===== config.mk =====
export PLATFORM = sky130hd
export DESIGN_NAME = l1_mem_arbiter_flat
export DESIGN_NICKNAME = d
export VERILOG_FILES = /design/src/rtl/l1_mem_arbiter_if.sv /design/src/rtl/l1_mem_arbiter.sv /design/src/flat_wrapper.sv
export SDC_FILE = /design/constraint.sdc
export NUM_CORES = 1
export LEC_CHECK = 0
export ABC_AREA = 1
export BUFFER_PORTS_ARGS = -buffer_cell sky130_fd_sc_hd__buf_2
export CAP_MARGIN = 40
export CORE_MARGIN = 1.5
export CORE_UTILIZATION = 35
export DETAILED_ROUTE_END_ITERATION = 12
export PLACE_DENSITY_LB_ADDON = 0.08
export SYNTH_ARGS = -nofsm -noshare
export SYNTH_HDL_FRONTEND = slang
export SYNTH_SLANG_ARGS = --single-unit

===== constraint.sdc =====
create_clock -name clk -period 1.75 [get_ports clk]
set_input_delay 0.35 -clock clk [delete_from_list [all_inputs] [get_ports clk]]
set_output_delay 0.35 -clock clk [all_outputs]
set_load 0.05 [all_outputs]

===== src/rtl/l1_mem_arbiter_if.sv =====
// Signal bundle between the L1 caches, the memory-port arbiter and the off-chip memory.
// The arbiter uses the slave view; caches and memory together use the master view.
interface l1_mem_arbiter_if #(
  parameter int ADDR_W = 16,
  parameter int DATA_W = 32
);
  logic              ic_req;
  logic [ADDR_W-1:0] ic_addr;
  logic [DATA_W-1:0] ic_rdata;
  logic              ic_rvalid;
  logic              ic_done;

  logic              dc_req;
  logic              dc_we;
  logic [ADDR_W-1:0] dc_addr;
  logic [DATA_W-1:0] dc_wdata;
  logic [DATA_W-1:0] dc_rdata;
  logic              dc_rvalid;
  logic              dc_done;

  logic              mem_req;
  logic              mem_we;
  logic [ADDR_W-1:0] mem_addr;
  logic [DATA_W-1:0] mem_wdata;
  logic [DATA_W-1:0] mem_rdata;
  logic              mem_ready;

  logic              busy;

  modport slave (
    input  ic_req, ic_addr, dc_req, dc_we, dc_addr, dc_wdata, mem_rdata, mem_ready,
    output ic_rdata, ic_rvalid, ic_done, dc_rdata, dc_rvalid, dc_done,
           mem_req, mem_we, mem_addr, mem_wdata, busy
  );

  modport master (
    output ic_req, ic_addr, dc_req, dc_we, dc_addr, dc_wdata, mem_rdata, mem_ready,
    input  ic_rdata, ic_rvalid, ic_done, dc_rdata, dc_rvalid, dc_done,
           mem_req, mem_we, mem_addr, mem_wdata, busy
  );
endinterface


===== src/rtl/l1_mem_arbiter.sv =====
// Shares the single memory port between IC refills and DC refills/write-throughs,
// sequencing BURST-word reads and single-word writes, with round-robin on ties.
module l1_mem_arbiter #(
  parameter int ADDR_W = 16,
  parameter int DATA_W = 32,
  parameter int BURST  = 4
) (
  input  logic              clk,
  input  logic              rst,
  l1_mem_arbiter_if.slave   bus
);
  localparam int BEAT_W = $clog2(BURST);
  localparam logic [ADDR_W-1:0] ALIGN_MASK = ~ADDR_W'(BURST - 1);

  typedef enum logic [1:0] {IDLE, XFER, RESP} state_e;
  typedef enum logic {OWN_IC, OWN_DC} owner_e;

  state_e            state_q, state_d;
  owner_e            owner_q, last_grant_q, grant;
  logic [ADDR_W-1:0] base_q, req_addr;
  logic [BEAT_W-1:0] beat_q;
  logic              we_q, grant_we;
  logic [DATA_W-1:0] wdata_q, rdata_q;
  logic              rvalid_q;
  logic              any_req, start, beat_done, last_beat, in_xfer;

  assign any_req   = bus.ic_req || bus.dc_req;
  assign start     = (state_q == IDLE) && any_req;
  assign in_xfer   = (state_q == XFER);
  assign beat_done = in_xfer && bus.mem_ready;
  assign last_beat = we_q || (beat_q == BEAT_W'(BURST - 1));

  // A tie goes to whichever cache was not served last.
  always_comb begin
    grant = OWN_IC;
    if (bus.dc_req && (!bus.ic_req || last_grant_q == OWN_IC)) grant = OWN_DC;
  end

  assign grant_we = (grant == OWN_DC) && bus.dc_we;
  assign req_addr = (grant == OWN_DC) ? bus.dc_addr : bus.ic_addr;

  // NOTE: state_d takes its hold value first, so no path through the case leaves it unassigned and no latch is inferred.
  always_comb begin
    state_d = state_q;
    unique case (state_q)
      IDLE:    if (any_req) state_d = XFER;
      XFER:    if (beat_done && last_beat) state_d = RESP;
      RESP:    state_d = IDLE;
      default: state_d = IDLE;
    endcase
  end

  // NOTE: registers use non-blocking assignments so every flop samples pre-edge values regardless of statement order.
  always_ff @(posedge clk) begin
    if (rst) state_q <= IDLE;
    else     state_q <= state_d;
  end

  always_ff @(posedge clk) begin
    if (rst) begin
      owner_q      <= OWN_IC;
      last_grant_q <= OWN_IC;
      base_q       <= '0;
      beat_q       <= '0;
      we_q         <= 1'b0;
      wdata_q      <= '0;
      rdata_q      <= '0;
      rvalid_q     <= 1'b0;
    end else begin
      rvalid_q <= beat_done && !we_q;
      if (start) begin
        owner_q      <= grant;
        last_grant_q <= grant;
        we_q         <= grant_we;
        base_q       <= grant_we ? req_addr : (req_addr & ALIGN_MASK);
        wdata_q      <= (grant == OWN_DC) ? bus.dc_wdata : '0;
        beat_q       <= '0;
        rdata_q      <= '0;
      end
      if (beat_done) begin
        beat_q <= beat_q + BEAT_W'(1);
        if (!we_q) rdata_q <= bus.mem_rdata;
      end
    end
  end

  assign bus.busy      = (state_q != IDLE);
  assign bus.mem_req   = in_xfer;
  assign bus.mem_we    = in_xfer && we_q;
  assign bus.mem_addr  = in_xfer ? (base_q + ADDR_W'(beat_q)) : '0;
  assign bus.mem_wdata = in_xfer ? wdata_q : '0;

  // Only the current owner ever sees data or strobes.
  assign bus.ic_rvalid = rvalid_q && (owner_q == OWN_IC);
  assign bus.ic_done   = (state_q == RESP) && (owner_q == OWN_IC);
  assign bus.ic_rdata  = (owner_q == OWN_IC) ? rdata_q : '0;
  assign bus.dc_rvalid = rvalid_q && (owner_q == OWN_DC);
  assign bus.dc_done   = (state_q == RESP) && (owner_q == OWN_DC);
  assign bus.dc_rdata  = (owner_q == OWN_DC) ? rdata_q : '0;
endmodule


===== src/flat_wrapper.sv =====
// flat-port wrapper written by rule: the top's interface ports become plain ports
module l1_mem_arbiter_flat 
#(
  parameter int ADDR_W = 16,
  parameter int DATA_W = 32,
  parameter int BURST  = 4
)
  (clk, rst, bus_ic_req, bus_ic_addr, bus_dc_req, bus_dc_we, bus_dc_addr, bus_dc_wdata, bus_mem_rdata, bus_mem_ready, bus_ic_rdata, bus_ic_rvalid, bus_ic_done, bus_dc_rdata, bus_dc_rvalid, bus_dc_done, bus_mem_req, bus_mem_we, bus_mem_addr, bus_mem_wdata, bus_busy);
  l1_mem_arbiter_if #(.ADDR_W(ADDR_W), .DATA_W(DATA_W)) bus_i ();
  input  logic clk;
  input  logic rst;
  input wire logic [$bits(bus_i.ic_req)-1:0] bus_ic_req;
  input wire logic [$bits(bus_i.ic_addr)-1:0] bus_ic_addr;
  input wire logic [$bits(bus_i.dc_req)-1:0] bus_dc_req;
  input wire logic [$bits(bus_i.dc_we)-1:0] bus_dc_we;
  input wire logic [$bits(bus_i.dc_addr)-1:0] bus_dc_addr;
  input wire logic [$bits(bus_i.dc_wdata)-1:0] bus_dc_wdata;
  input wire logic [$bits(bus_i.mem_rdata)-1:0] bus_mem_rdata;
  input wire logic [$bits(bus_i.mem_ready)-1:0] bus_mem_ready;
  output wire logic [$bits(bus_i.ic_rdata)-1:0] bus_ic_rdata;
  output wire logic [$bits(bus_i.ic_rvalid)-1:0] bus_ic_rvalid;
  output wire logic [$bits(bus_i.ic_done)-1:0] bus_ic_done;
  output wire logic [$bits(bus_i.dc_rdata)-1:0] bus_dc_rdata;
  output wire logic [$bits(bus_i.dc_rvalid)-1:0] bus_dc_rvalid;
  output wire logic [$bits(bus_i.dc_done)-1:0] bus_dc_done;
  output wire logic [$bits(bus_i.mem_req)-1:0] bus_mem_req;
  output wire logic [$bits(bus_i.mem_we)-1:0] bus_mem_we;
  output wire logic [$bits(bus_i.mem_addr)-1:0] bus_mem_addr;
  output wire logic [$bits(bus_i.mem_wdata)-1:0] bus_mem_wdata;
  output wire logic [$bits(bus_i.busy)-1:0] bus_busy;
  assign bus_i.ic_req = bus_ic_req;
  assign bus_i.ic_addr = bus_ic_addr;
  assign bus_i.dc_req = bus_dc_req;
  assign bus_i.dc_we = bus_dc_we;
  assign bus_i.dc_addr = bus_dc_addr;
  assign bus_i.dc_wdata = bus_dc_wdata;
  assign bus_i.mem_rdata = bus_mem_rdata;
  assign bus_i.mem_ready = bus_mem_ready;
  assign bus_ic_rdata = bus_i.ic_rdata;
  assign bus_ic_rvalid = bus_i.ic_rvalid;
  assign bus_ic_done = bus_i.ic_done;
  assign bus_dc_rdata = bus_i.dc_rdata;
  assign bus_dc_rvalid = bus_i.dc_rvalid;
  assign bus_dc_done = bus_i.dc_done;
  assign bus_mem_req = bus_i.mem_req;
  assign bus_mem_we = bus_i.mem_we;
  assign bus_mem_addr = bus_i.mem_addr;
  assign bus_mem_wdata = bus_i.mem_wdata;
  assign bus_busy = bus_i.busy;
  l1_mem_arbiter #(.ADDR_W(ADDR_W), .DATA_W(DATA_W), .BURST(BURST)) u_core (.clk(clk), .rst(rst), .bus(bus_i));
endmodule

==> flow_summary.ini <==
[critical_path]
cp.required_ns = 1.40
endpoint_kind = primary output
start_kind = register
cp_max_fo = 7
critPathKind = reg -> out
cp.arrival_ns = 1.88

[global_routing]
grt_pass1_vias = 4341
track_usage = 0.183
grt_max_degree = 72
grt_overflow = 0
antenna_found_initial = 1
grt_pass1_wl_um = 21100

[drt]
routed_wl_um = 13300
vias = 4955
detail-route-antenna-nets = 0
drc_errors = 0
drt-wirelength-per-cell_um = 11.7
firstDrtPassIters = 4
via_per_inst = 4.38
dr.first_iter.drc_count = 190

[power]
internal_power_mw = 3.74
ir_drop_mv = 0.537
p_leak_nw = 3.48
total_power_mw = 5.52
combPwrFrac = 0.250
swShare = 0.323
clkPwrFrac = 0.352
power_frac_seq = 0.398
power_density_nw_per_um2 = 762
switching_power_mw = 1.78

[floorplan]
rows = 42
core_area_um2 = 13200
fp.dieH_um = 119
io_pins = 221
fp.dieW_um = 119
initial_core_util = 0.358
die_area_um2 = 14200

[min_path]
hold_path_class = in -> reg

[yosys]
synth_fp_nets = 833
synthMuxAreaShare = 0
synth_compound_area_frac = 0.139
synth_area_per_cell_um2 = 6.49
ys_types = 34
synth_top_family_by_area = simple AND/OR/NAND/NOR gates
postSynthCellCount = 727
netlist_area_um2 = 4720
ys_seq_area_frac = 0.369
synthAdderAreaFrac = 0.0122
synth-xor-area-share = 0.00557
synth_warnings = 0
ys_ff_latch = 87
synthSimpleGateAreaFrac = 0.327

[timing]
fmax_mhz = 448
period_share = 1.27
setup_slack_ns = -0.481
finalHoldViolations = 0
rsz0062_at_grt = true
slew_headroom = 0.696
finalSetupViolations = 15
finalCriticalPeriod_ns = 2.23
skew_ns = 0.00577
tightestPinTransition_ns = 0.456
final-max-slew-violation-count = 0

[place]
dp_hpwl_um = 9220
routabilityCongestion = 0.792
port-buffer-count = 218

[cells_and_area]
area_growth_pct = 53.6
fin_util = 0.550
fin_nets = 1054
final_common_cell = nand2_1
drive_above_1_share = 0.450
final_cell_mix = nand2_1 (184), buf_2 (141), inv_1 (110)

[clocking]
cts_tree = done
cts_root_buf = clkbuf_16
clock_path_buffers = 2
cts.sinks = 87
clock_latency_ns = 0.34
cts_buffers = 9
cts_hold_buf = 0
h-tree-depth = 3
clk_pin_slew_ns = 0.06

[status]
violations = negative setup slack
status = finished, violations left

[flow_run]
drv_cap = 0
-- sequential cells by signal, indices dropped and copies added (netlist names) --
name	flops
u_core.rdata_q	32
u_core.wdata_q	32
u_core.base_q	16
u_core.beat_q	2
u_core.state_q	2
u_core.last_grant_q	1
u_core.rvalid_q	1
u_core.we_q	1
-- stage by stage --
step	cells	setup TNS [ns]	hold slack [ns]	area [um^2]	setup WS, ns
3_5_place_dp	1104	-2.34	0.456	6200	-0.299
5_1_grt	1130	-6.20	0.195	7250	-0.555
3_3_place_gp	1104	-2.05	0.454	6200	-0.272
4_1_cts	1122	-6.32	0.192	6920	-0.529
6_report	1130	-5.00	0.209	7250	-0.481
2_1_floorplan	727	-1.43	0.421	4890	-0.162
-- worst paths after layout --
path                      start            endpoint  slack (ns)  cells after the start
max            u_core.beat_q[0]    bus_mem_addr[10]       -0.48                      9
min           bus_mem_rdata[25]  u_core.rdata_q[25]        0.21                      3
max reg2reg   u_core.state_q[0]   u_core.rdata_q[2]        0.11                     11
min reg2reg  u_core.wdata_q[14]  u_core.wdata_q[14]        0.46                      2
-- repair_timing --
action | in CTS | in global routing
buffers inserted | 1 | 7
pin swaps | 9 | 8
endpoints found under the setup margin | 78 | 86
resized for setup | 131 | 73
cloned | 1 | 0
-- cells by family (layout without fill, tap and decap cells) --
kind of cell	Yosys count	in the layout
xor+xnor	3	3
compound gates	107	107
simple gates	368	368
fa+ha+maj	4	4
flops	87	87
other cells	0	1
buf+inv	158	384
-- critical path, stage by stage, from the launching register on --
cell	delay, ns
dfxtp_2	0.33
ha_4	0.16
fa_2	0.37
nand2_4	0.11
nor2_4	0.06
and2_4	0.15
nand2_2	0.06
nand2_2	0.05
nor2_4	0.10
buf_6	0.16
-- synthesized netlist by cell type, drive strengths merged --
cell type	count	area share
xnor2	1	0.0019
nor2	115	0.10
a31oi	1	0.0013
and3	1	0.0013
nand4	2	0.0026
nand2	233	0.20
inv	118	0.094
nand3	10	0.011
nor3	5	0.0053
fa	1	0.0042
buf	22	0.038
xor2	2	0.0037
and2	1	0.0013
dfxtp	87	0.37
nand3b	1	0.0016
o21ai	48	0.076
a21oi	58	0.061
clkbuf	17	0.014
ha	3	0.0080
clkinv	1	0.0011
-- cell type report --
class | instances | area [um^2]
timing repair buffer | 249 | 1830
fill | 1350 | 5940
inverter | 119 | 454
clock buffer | 11 | 243
tap | 176 | 220
clock inverter | 5 | 56.3
multi-input combinational | 482 | 2690
antenna | 1 | 2.50
sequential | 87 | 1760
-- power groups by stage --
stage          Combinational [mW]  Clock [mW]  Sequential [mW]
2_1_floorplan               0.889           0             2.21
3_3_place_gp                 1.22           0             2.23
3_5_place_dp                 1.23           0             2.23
4_1_cts                      1.33        2.01             2.20
5_1_grt                      1.50        2.09             2.22
6_report                     1.38        1.94             2.20
-- per-layer routing --
layer  track usage  wire length [um]
met5             0                 0
met4        0.0610               159
met3        0.0350               679
met2         0.305              6350
met1         0.237              6060
(Power assumes the default switching activity.)
